<file path="config.mk">
export PLATFORM = sky130hd
export DESIGN_NAME = mips_multicycle_ctrl
export DESIGN_NICKNAME = d
export VERILOG_FILES = /design/src/rtl/mips_pkg.sv /design/src/rtl/mips_aludec.sv /design/src/rtl/mips_multicycle_ctrl.sv
export SDC_FILE = /design/constraint.sdc
export NUM_CORES = 1
export LEC_CHECK = 0
export BUFFER_PORTS_ARGS = -buffer_cell sky130_fd_sc_hd__buf_2
export CORE_MARGIN = 2
export CORE_UTILIZATION = 43
export DETAILED_ROUTE_END_ITERATION = 8
export GPL_ROUTABILITY_DRIVEN = 1
export PLACE_DENSITY = 0.73
export SLEW_MARGIN = 30
export SYNTH_ARGS = -nofsm -noshare
export SYNTH_HDL_FRONTEND = slang
export SYNTH_SLANG_ARGS = --single-unit
</file>
<file path="constraint.sdc">
create_clock -name clk -period 1.3 [get_ports clk]
set_input_delay 0.195 -clock clk [delete_from_list [all_inputs] [get_ports clk]]
set_output_delay 0.195 -clock clk [all_outputs]
set_load 0.01 [all_outputs]
</file>
<file path="src/rtl/mips_pkg.sv">
// Shared types and encodings for the multicycle MIPS control unit.
// Build option MIPS_CTRL_BNE_EN adds bne (opcode 000101) to the legal set.
package mips_pkg;

  localparam logic [3:0] ST_FETCH   = 4'd0;
  localparam logic [3:0] ST_DECODE  = 4'd1;
  localparam logic [3:0] ST_MEMADR  = 4'd2;
  localparam logic [3:0] ST_MEMRD   = 4'd3;
  localparam logic [3:0] ST_MEMWB   = 4'd4;
  localparam logic [3:0] ST_MEMWR   = 4'd5;
  localparam logic [3:0] ST_EXECUTE = 4'd6;
  localparam logic [3:0] ST_ALUWB   = 4'd7;
  localparam logic [3:0] ST_BRANCH  = 4'd8;
  localparam logic [3:0] ST_IEXEC   = 4'd9;
  localparam logic [3:0] ST_IWB     = 4'd10;
  localparam logic [3:0] ST_JUMP    = 4'd11;

  typedef enum logic [3:0] {
    S_FETCH   = ST_FETCH,
    S_DECODE  = ST_DECODE,
    S_MEMADR  = ST_MEMADR,
    S_MEMRD   = ST_MEMRD,
    S_MEMWB   = ST_MEMWB,
    S_MEMWR   = ST_MEMWR,
    S_EXECUTE = ST_EXECUTE,
    S_ALUWB   = ST_ALUWB,
    S_BRANCH  = ST_BRANCH,
    S_IEXEC   = ST_IEXEC,
    S_IWB     = ST_IWB,
    S_JUMP    = ST_JUMP
  } ctrl_state_t;

  localparam logic [5:0] OP_RTYPE = 6'b000000;
  localparam logic [5:0] OP_ADDI  = 6'b001000;
  localparam logic [5:0] OP_ANDI  = 6'b001100;
  localparam logic [5:0] OP_ORI   = 6'b001101;
  localparam logic [5:0] OP_SLTI  = 6'b001010;
  localparam logic [5:0] OP_BEQ   = 6'b000100;
  localparam logic [5:0] OP_BNE   = 6'b000101;
  localparam logic [5:0] OP_J     = 6'b000010;
  localparam logic [5:0] OP_LW    = 6'b100011;
  localparam logic [5:0] OP_SW    = 6'b101011;

  localparam logic [5:0] FN_ADD = 6'b100000;
  localparam logic [5:0] FN_SUB = 6'b100010;
  localparam logic [5:0] FN_AND = 6'b100100;
  localparam logic [5:0] FN_OR  = 6'b100101;
  localparam logic [5:0] FN_NOR = 6'b100111;
  localparam logic [5:0] FN_SLT = 6'b101010;

  localparam logic [2:0] ALU_ADD = 3'b000;
  localparam logic [2:0] ALU_SUB = 3'b001;
  localparam logic [2:0] ALU_AND = 3'b010;
  localparam logic [2:0] ALU_OR  = 3'b011;
  localparam logic [2:0] ALU_SLT = 3'b101;
  localparam logic [2:0] ALU_NOR = 3'b110;

  // ALU operation for the immediate-class opcodes; non-immediate opcodes fall to add.
  function automatic logic [2:0] imm_aluctrl(input logic [5:0] op);
    case (op)
      OP_ANDI: imm_aluctrl = ALU_AND;
      OP_ORI:  imm_aluctrl = ALU_OR;
      OP_SLTI: imm_aluctrl = ALU_SLT;
      default: imm_aluctrl = ALU_ADD;
    endcase
  endfunction

endpackage

</file>
<file path="src/rtl/mips_aludec.sv">
// R-type funct decoder: ALU operation plus a flag saying the funct is supported.
module mips_aludec
  import mips_pkg::*;
(
  input  logic [5:0] funct,
  output logic [2:0] aluctrl,
  output logic       legal
);

  always_comb begin
    aluctrl = ALU_ADD;
    legal   = 1'b1;
    case (funct)
      FN_ADD:  aluctrl = ALU_ADD;
      FN_SUB:  aluctrl = ALU_SUB;
      FN_AND:  aluctrl = ALU_AND;
      FN_OR:   aluctrl = ALU_OR;
      FN_NOR:  aluctrl = ALU_NOR;
      FN_SLT:  aluctrl = ALU_SLT;
      default: legal   = 1'b0;
    endcase
  end

endmodule

</file>
<file path="src/rtl/mips_multicycle_ctrl.sv">
// Multicycle MIPS control FSM driving the shared-datapath enables and muxes.
// Define MIPS_CTRL_BNE_EN to accept bne alongside beq.
module mips_multicycle_ctrl
  import mips_pkg::*;
(
  input  logic       clk,
  input  logic       rst_n,
  input  logic [5:0] opcode,
  input  logic [5:0] funct,
  input  logic       zero,
  input  logic       mem_ready,
  output logic       pcen,
  output logic       iord,
  output logic       memwrite,
  output logic       irwrite,
  output logic       regwrite,
  output logic       regdst,
  output logic       memtoreg,
  output logic       alusrca,
  output logic [1:0] alusrcb,
  output logic [1:0] pcsrc,
  output logic [2:0] aluctrl,
  output logic       illegal,
  output logic       instr_done
);

  ctrl_state_t state_q, state_d;

  logic [2:0] rtype_alu;
  logic       rtype_legal;
  logic       pcwrite, branch, br_take;
  logic       irwrite_raw, memwrite_raw, regwrite_raw;

  mips_aludec u_aludec (
    .funct   (funct),
    .aluctrl (rtype_alu),
    .legal   (rtype_legal)
  );

`ifdef MIPS_CTRL_BNE_EN
  assign br_take = zero ^ (opcode == OP_BNE);
`else
  assign br_take = zero;
`endif

  always_comb begin
    state_d      = state_q;
    pcwrite      = 1'b0;
    branch       = 1'b0;
    iord         = 1'b0;
    memwrite_raw = 1'b0;
    irwrite_raw  = 1'b0;
    regwrite_raw = 1'b0;
    regdst       = 1'b0;
    memtoreg     = 1'b0;
    alusrca      = 1'b0;
    alusrcb      = 2'b00;
    pcsrc        = 2'b00;
    aluctrl      = ALU_ADD;
    illegal      = 1'b0;
    instr_done   = 1'b0;
    case (state_q)
      S_FETCH: begin
        alusrcb = 2'b01;
        if (mem_ready) begin
          irwrite_raw = 1'b1;
          pcwrite     = 1'b1;
          state_d     = S_DECODE;
        end
      end
      S_DECODE: begin
        // Branch target is computed here while the opcode is being decoded.
        alusrcb = 2'b11;
        case (opcode)
          OP_LW, OP_SW: state_d = S_MEMADR;
          OP_RTYPE: begin
            if (rtype_legal) begin
              state_d = S_EXECUTE;
            end else begin
              illegal = 1'b1;
              state_d = S_FETCH;
            end
          end
          OP_ADDI, OP_ANDI, OP_ORI, OP_SLTI: state_d = S_IEXEC;
          OP_BEQ: state_d = S_BRANCH;
`ifdef MIPS_CTRL_BNE_EN
          OP_BNE: state_d = S_BRANCH;
`endif
          OP_J: state_d = S_JUMP;
          default: begin
            illegal = 1'b1;
            state_d = S_FETCH;
          end
        endcase
      end
      S_MEMADR: begin
        alusrca = 1'b1;
        alusrcb = 2'b10;
        state_d = (opcode == OP_LW) ? S_MEMRD : S_MEMWR;
      end
      S_MEMRD: begin
        iord = 1'b1;
        if (mem_ready) state_d = S_MEMWB;
      end
      S_MEMWB: begin
        memtoreg     = 1'b1;
        regwrite_raw = 1'b1;
        instr_done   = 1'b1;
        state_d      = S_FETCH;
      end
      S_MEMWR: begin
        iord         = 1'b1;
        memwrite_raw = 1'b1;
        if (mem_ready) begin
          instr_done = 1'b1;
          state_d    = S_FETCH;
        end
      end
      S_EXECUTE: begin
        alusrca = 1'b1;
        aluctrl = rtype_alu;
        state_d = S_ALUWB;
      end
      S_ALUWB: begin
        regdst       = 1'b1;
        regwrite_raw = 1'b1;
        instr_done   = 1'b1;
        state_d      = S_FETCH;
      end
      S_IEXEC: begin
        alusrca = 1'b1;
        alusrcb = 2'b10;
        aluctrl = imm_aluctrl(opcode);
        state_d = S_IWB;
      end
      S_IWB: begin
        regwrite_raw = 1'b1;
        instr_done   = 1'b1;
        state_d      = S_FETCH;
      end
      S_BRANCH: begin
        alusrca    = 1'b1;
        aluctrl    = ALU_SUB;
        pcsrc      = 2'b01;
        branch     = 1'b1;
        instr_done = 1'b1;
        state_d    = S_FETCH;
      end
      S_JUMP: begin
        pcsrc      = 2'b10;
        pcwrite    = 1'b1;
        instr_done = 1'b1;
        state_d    = S_FETCH;
      end
      default: state_d = S_FETCH;
    endcase
  end

  // Architectural write strobes are suppressed for the whole reset cycle.
  assign pcen     = rst_n & (pcwrite | (branch & br_take));
  assign irwrite  = rst_n & irwrite_raw;
  assign memwrite = rst_n & memwrite_raw;
  assign regwrite = rst_n & regwrite_raw;

  always_ff @(posedge clk) begin
    if (!rst_n) state_q <= S_FETCH;
    else        state_q <= state_d;
  end

endmodule

</file>
==> results of run 1 <==
==> kinds of logic after synthesis <==
kind of cell / Yosys count / share of synthesized area (%)
flip-flops: 4 / 10.14
AO/OA/AOI/OAI: 35 / 29.95
AND/OR/NAND/NOR: 59 / 44.22
multiplexers: 2 / 2.852
XOR/XNOR: 1 / 1.110
buffers and inverters: 15 / 11.73
==> what timing repair did <==
action	4_1_cts
setup buffers	10
pin swaps	13
endpoints found under the setup margin	20
gates resized for setup	54
hold endpoints to repair	0
==> stage by stage <==
| stage | hold WS (ns) | worst slack, ns | cells | utilization (%) | cell area, um^2 |
|---|---|---|---|---|---|
| floorplan | 0.3334 | -0.1208 | 116 | - | 845.8 |
| global placement | 0.5200 | -0.2606 | 198 | 70.72 | 1221 |
| detailed placement | 0.5382 | -0.3072 | 198 | 70.72 | 1221 |
| CTS | 0.2843 | -0.3489 | 210 | 87.54 | 1511 |
==> cells in the mapped netlist (all sizes together) <==
master   instances
a32oi            1
and3             3
dfxtp            4
o32ai            2
nand2b           7
a21boi           1
mux2             2
nand4            1
o41ai            1
or3              3
clkbuf           1
or3b             1
inv              6
nand4b           1
buf              8
a22oi            1
nor2b            3
o22ai            3
or2b             2
a21oi            8
a311o            1
nor3             7
and3b            1
nor3b            2
o32a             1
a211oi           1
o21ai            7
nand4bb          1
nand2            7
nand3b           2
nor2             9
a31oi            5
xnor2            1
nand3            6
nor4b            1
or4              1
and4bb           1
a221oi           1
a211o            2
==> impl_metrics.json, run 1 <==
{
  "yosys.area.top_type_share_pct": 10.14,
  "worstEpCategory": "top-level output",
  "dpl.hpwl_mm": 2.168,
  "error": "[ERROR DPL-0033] detailed placement checks failed during check placement.",
  "synth_nets": 132,
  "grt_max_degree": 12,
  "rows": 15,
  "cts_buffers": 3,
  "cts-root-buf": "clkbuf_4",
  "die_w_um": 46.85,
  "syn_area_um2": 789.5,
  "start_util_pct": 45.72,
  "antenna_found_initial": 0,
  "yosys.area.top_type": "dfxtp_1",
  "yosysSeqAreaShare_pct": 10.14,
  "syn_avg_cell_area_um2": 6.806,
  "yosys_warnings": 0,
  "grt-worst-endpoint": "aluctrl[0]",
  "die_y_um": 46.85,
  "ios": 33,
  "place.gp.congestion": 0.8752,
  "cts.sinks": 4,
  "clockBufferDepth": 2,
  "netlist_top_cells_area": "dfxtp_1, nand2b_1, a21oi_1, nor3_1, o21ai_0",
  "port-buffer-count": 32,
  "haltStage": "5_1_grt",
  "cts_max_level": 1,
  "netlist_instances": 116,
  "run_status": "did not finish",
  "synth_cell_types": 44,
  "cts_hold_buf": 0,
  "synth_seq_cells": 4
}
==> run 2: changes to the inputs <==
--- a/config.mk
+++ b/config.mk
@@ -6,11 +6,11 @@
 export NUM_CORES = 1
 export LEC_CHECK = 0
 export BUFFER_PORTS_ARGS = -buffer_cell sky130_fd_sc_hd__buf_2
-export CORE_MARGIN = 2
-export CORE_UTILIZATION = 43
+export CORE_AREA = 2 2 63 65
 export DETAILED_ROUTE_END_ITERATION = 8
+export DIE_AREA = 0 0 65 67
 export GPL_ROUTABILITY_DRIVEN = 1
-export PLACE_DENSITY = 0.73
+export PLACE_DENSITY_LB_ADDON = 0.15
 export SLEW_MARGIN = 30
 export SYNTH_ARGS = -nofsm -noshare
 export SYNTH_HDL_FRONTEND = slang
==> constraint.sdc (replaced) <==
create_clock -name clk -period 1.7 [get_ports clk]
set_input_delay 0.255 -clock clk [delete_from_list [all_inputs] [get_ports clk]]
set_output_delay 0.255 -clock clk [all_outputs]
set_load 0.01 [all_outputs]
==> impl_metrics.json, run 2 <==
{
  "fin_nets": 185,
  "p_sw_share_pct": 30.54,
  "wl_mm": 2.910,
  "netlist_top_cells_area": "dfxtp_1, nand2b_1, a21oi_1, nor3_1, o21ai_0",
  "setup_tns_ns": -0.009813,
  "die_w_um": 65,
  "antenna_left": 0,
  "vias_per_cell": 4.935,
  "yosys_warnings": 0,
  "critPathCaptureType": "output port",
  "cts-root-buf": "clkbuf_8",
  "clock_latency_ns": 0.22,
  "p_sw_uw": 149.3,
  "yosysSeqAreaShare_pct": 10.14,
  "fin_hold_ws_ns": 0.3840,
  "synth_most_common_cell": "nor2_1",
  "cpMaxStageDelayCell": "or4_1",
  "drt_pass1_iterations": 4,
  "yosys-top-cells-count": "nor2_1, a21oi_1",
  "worst_setup_path_start_kind": "register",
  "grt_pass1_wl_mm": 4.719,
  "grt_usage_pct": 13.34,
  "clockBufferDepth": 2,
  "intPower_uw": 339.6,
  "syn_avg_cell_area_um2": 6.806,
  "cts_tree": "yes",
  "rsz0062_at_grt": "true",
  "insertedDiodeCount": 0,
  "final_common_cell": "buf_2",
  "synth_seq_cells": 4,
  "synth_edf_count": 0,
  "worstSetupPathType": "reg2out",
  "syn_area_um2": 789.5,
  "areaGrowthSynthToFinish_pct": 63.55,
  "drive_gt1_share_pct": 49.10,
  "clkTransAtPathRegs_ns": 0.03,
  "start_util_pct": 21.89,
  "p_comb_share_pct": 39.3,
  "via_count": 1061,
  "clock.fmax_ghz": 0.5849,
  "fp.coreArea_mm2": 0.003606,
  "antenna_found_initial": 0,
  "cts_max_level": 1,
  "cts.sinks": 4,
  "dpl.hpwl_mm": 2.178,
  "setup_viol": 1,
  "reg_top3": "state_q (4)",
  "final_cell_mix": "buf_2, buf_4, nor2_1, a21oi_1",
  "violations": "negative setup slack",
  "place_ws_ns": -0.004535,
  "fin_worst_skew_ns": 0.001152,
  "run_status": "finished with violations",
  "drt-initial-drc-count": 90,
  "port-buffer-count": 32,
  "r2r_start": "state_q[1]",
  "overflow": 0,
  "synth_nets": 132,
  "min_from": "rst_n",
  "p_leak_nw": 0.5519,
  "yosys.area.top_type": "dfxtp_1",
  "grt_max_degree": 19,
  "die_y_um": 67,
  "pwr-share-clk_pct": 40.4,
  "max_stage_delay_ns": 0.41,
  "synth_cell_types": 44,
  "dp_cells": 201,
  "cp_data_required_time_ns": 1.44,
  "netlist_instances": 116,
  "stdcell_count": 215,
  "startpoint": "state_q[3]",
  "cts_buffers": 3,
  "seq_power_share_pct": 20.3,
  "path_cells": "nor2b_4 -> nand3_2 -> or4_1 -> o21ai_1 -> buf_2",
  "rows": 22,
  "die_area_mm2": 0.004355,
  "first_global_vias": 992,
  "synthArstFlopShare_pct": 0,
  "critPathMaxFanout": 2,
  "drv_cap": 0,
  "slew_headroom_pct": 69.10,
  "fin_ws_ns": -0.009813,
  "hold_class": "in2reg",
  "largest_register": "state_q",
  "critical_path_arrival_ns": 1.45,
  "cpLargestDelayFamily": "simple AND/OR/NAND/NOR gates",
  "largest_reg_flops": 4,
  "cts_hold_buf": 0,
  "post-route-min-period_ns": 1.710,
  "place.gp.congestion": 0.8163,
  "finalCritPeriodShare_pct": 100.6,
  "powerDensity_mw_per_mm2": 378.6,
  "drc_errors": 0,
  "fillCellCount": 402,
  "path_buf_inv": 1,
  "worstMarginPinSlew_ns": 0.4571,
  "route.detailed.wl_per_inst_um": 13.53,
  "slew_viol_final": 0,
  "ios": 33,
  "hold_violations": 0,
  "peakVddDrop_uv": 119.2,
  "yosys.area.top_type_share_pct": 10.14,
  "yosys_most_used_dff": "dfxtp_1"
}
run 2: cell counts after synthesis:
No cell type changed its count.
run 2: stage by stage:
stage,instance area (um^2),total power [mW],util [%]
final,1291,0.4889,35.81
after global routing,1291,0.5206,35.81
after CTS,1151,0.4759,31.92
after detailed placement,1045,0.2607,28.97
after global placement,1045,0.2601,28.97
after floorplan,789.5,0.1927,-
run 2: power by group through the flow:
stage                     clock network, mW  logic (mW)  registers, mW
after global placement                    0       0.161         0.0995
after floorplan                           0      0.0937         0.0990
after detailed placement                  0       0.161         0.0998
after CTS                             0.203       0.172          0.101
final                                 0.197       0.192         0.0992
after global routing                  0.211       0.210         0.0995
run 2: path summary, 6_finish.rpt:
path	end	slack, ns	cells past startpoint
hold / removal	state_q[2]	0.38	3
setup reg to reg	state_q[2]	0.14	6
setup / recovery	aluctrl[2]	-0.01	5
hold reg to reg	state_q[0]	0.49	1
run 2: cell families after synthesis:
family	synth area share [%]
xor gates and xnor gates	1.110
buffers and inverters	11.73
and+or+nand+nor	44.22
muxes	2.852
DFF	10.14
AOI/OAI and AO/OA	29.95
run 2: area by class of cell:
type                            instances  area [um^2]  share of cell area [%]
Tap cell                               48        60.06                   4.651
Clock buffer                            3        41.29                   3.198
Timing Repair Buffer                   57        382.9                   29.65
Inverter                                6        26.28                   2.035
Multi-Input combinational cell         97        694.4                   53.78
Sequential cell                         4        86.33                   6.686
run 2: what timing repair did:
action | in CTS | in global routing
pin swaps | 1 | 5
buffers inserted | 2 | 9
setup endpoints to repair | 7 | 6
hold endpoints to repair | 0 | 0
resized for setup | 15 | 17
run 2: metal layers:
metal	part of all wire (%)	vias up	track usage, %
li1	-	542	-
met1	47	473	18.89
met2	46	42	22.29
met3	6.1	4	1.351
met4	1.1	0	1.596
met5	0	-	0
run 2: worst reg2reg max path, stage by stage, from the launching register on:
cell and delay (ns):
dfxtp_1 0.31, buf_8 0.14, buf_4 0.15, or3b_2 0.47, a21oi_1 0.13, o21ai_0 0.09
a21oi_1 0.17
No activity file was read; power rests on OpenSTA's default activity.
==> run 3: changes to the inputs <==
--- a/config.mk
+++ b/config.mk
@@ -5,12 +5,14 @@
 export SDC_FILE = /design/constraint.sdc
 export NUM_CORES = 1
 export LEC_CHECK = 0
-export BUFFER_PORTS_ARGS = -buffer_cell sky130_fd_sc_hd__buf_2
+export ABC_AREA = 0
+export BUFFER_PORTS_ARGS = -buffer_cell sky130_fd_sc_hd__clkbuf_2
 export CORE_AREA = 2 2 63 65
 export DETAILED_ROUTE_END_ITERATION = 8
 export DIE_AREA = 0 0 65 67
 export GPL_ROUTABILITY_DRIVEN = 1
 export PLACE_DENSITY_LB_ADDON = 0.15
+export RECOVER_POWER = 25
 export SLEW_MARGIN = 30
 export SYNTH_ARGS = -nofsm -noshare
 export SYNTH_HDL_FRONTEND = slang
==> impl_metrics.json, run 3 (synthesized netlist as in run 2, its figures left out) <==
{
  "worstMarginPinSlew_ns": 0.5051,
  "grt_max_degree": 19,
  "worstSetupPathType": "in2out",
  "place.gp.congestion": 0.8070,
  "drv_cap": 0,
  "place_area_mm2": 0.001065,
  "fillCellCount": 398,
  "run_status": "finished, final reports clean",
  "worst_setup_path_start_kind": "input pin",
  "die_w_um": 65,
  "clockBufferDepth": 2,
  "vias_per_cell": 4.949,
  "cts_max_level": 1,
  "largest_reg_flops": 4,
  "grt_pass1_wl_mm": 4.843,
  "insertedDiodeCount": 0,
  "antenna_found_initial": 0,
  "areaGrowthSynthToFinish_pct": 58.80,
  "final_common_cell": "clkbuf_2",
  "cts_hold_buf": 0,
  "critPathMaxFanout": 6,
  "via_count": 1059,
  "dp_cells": 202,
  "reg2reg_to": "state_q[2]",
  "hold_class": "in2reg",
  "cpMaxStageDelayCell": "or2b_1",
  "slew_viol_final": 0,
  "setup_tns_ns": 0,
  "slew_headroom_pct": 65.85,
  "start_util_pct": 21.89,
  "hold_violations": 0,
  "ios": 33,
  "final_cell_mix": "clkbuf_2, buf_4, nor2_1, a21oi_1, nand2_1",
  "min_from": "rst_n",
  "fin_area_mm2": 0.001254,
  "drt-initial-drc-count": 51,
  "grt_usage_pct": 13.98,
  "max_stage_delay_ns": 0.29,
  "overflow": 0,
  "power_uw": 491.7,
  "path_cells": "clkbuf_1 -> or2b_1 -> mux2_2 -> o32ai_1 -> buf_2",
  "startpoint": "opcode[2]",
  "clock.fmax_ghz": 0.5946,
  "port-buffer-count": 32,
  "dpl.hpwl_mm": 2.193,
  "stdcell_count": 214,
  "clkTransAtPathRegs_ns": 0.03,
  "cts_tree": "yes",
  "die_area_mm2": 0.004355,
  "r2r_slack_ns": 0.18,
  "r2r_cells": 6,
  "peakVddDrop_uv": 173.4,
  "fin_worst_skew_ns": 0.005793,
  "place_ws_ns": 0.004860,
  "antenna_left": 0,
  "first_global_vias": 1080,
  "cts-root-buf": "clkbuf_8",
  "p_leak_nw": 0.5311,
  "critPathCaptureType": "output port",
  "largest_register": "state_q",
  "setup_viol": 0,
  "post-route-min-period_ns": 1.682,
  "die_y_um": 67,
  "drc_errors": 0,
  "drive_gt1_share_pct": 46.39,
  "fin_nets": 184,
  "cts_buffers": 3,
  "route.detailed.wl_per_inst_um": 13.16,
  "cts.sinks": 4,
  "rows": 22,
  "finalCritPeriodShare_pct": 98.93,
  "hold_depth": 3,
  "clock_latency_ns": 0.22,
  "fp.coreArea_mm2": 0.003606,
  "fin_ws_ns": 0.01820,
  "reg_top3": "state_q (4)",
  "hold_end": "state_q[2]",
  "powerDensity_mw_per_mm2": 392.2,
  "rsz0062_at_grt": "true",
  "drt_pass1_iterations": 4,
  "wl_mm": 2.816,
  "critical_path_arrival_ns": 1.43,
  "cp_data_required_time_ns": 1.44,
  "r2r_start": "state_q[1]"
}
## run 3: changes by cell type in the layout (fill, tap and decap cells not counted), moves of 2 or more
cell / change
buf_2: -27
buf_4: -2
buf_6: -2
clkbuf_1: +3
clkbuf_2: +27
## run 3: per-layer routing
metal / global-route usage [%] / wire, um
met2: 23.71 / 1288
met3: 2.534 / 151
met4: 4.255 / 26
met1: 17.89 / 1350
met5: 0 / 0
## run 3: report_power, final
| group | internal (mW) | switching (mW) | total, mW |
|---|---|---|---|
| Clock | 0.151 | 0.0532 | 0.204 |
| Combinational | 0.0892 | 0.0975 | 0.187 |
| Sequential | 0.0977 | 0.00285 | 0.101 |
| Total | 0.338 | 0.153 | 0.492 |
## run 3: per-stage QoR
stage                     hold WS [ns]  util (%)
after floorplan                 0.3934         -
after global placement          0.5901     29.53
after detailed placement        0.5867     29.53
after CTS                       0.3547     31.82
after global routing            0.3846     34.77
final                           0.3620     34.77
## run 3: layout make-up
| class | count | area (um^2) | area share (%) |
|---|---|---|---|
| clock buffers | 3 | 41.29 | 3.293 |
| inverters | 6 | 26.28 | 2.096 |
| multi-input cells | 97 | 680.7 | 54.29 |
| flip-flops and latches | 4 | 83.83 | 6.687 |
| well taps | 48 | 60.06 | 4.790 |
| repair buffers | 56 | 361.6 | 28.84 |
## run 3: what timing repair did
action,4_1_cts,5_1_grt
endpoints found under the setup margin,5,6
pin swaps,3,4
buffers inserted,1,8
gates resized for setup,10,17
## run 3: worst max path at each step
stage	to	cells after the start
floorplan	aluctrl[2]	5
global placement	aluctrl[0]	5
detailed placement	aluctrl[0]	5
CTS	aluctrl[0]	6
global route	aluctrl[2]	5
finish	aluctrl[0]	5
## run 3: critical path, delay by kind of cell
kind	cells	cell delay, ns
AOI/OAI and AO/OA	1	0.25
muxes	1	0.28
buffers and inverters	2	0.34
and+or+nand+nor	1	0.29
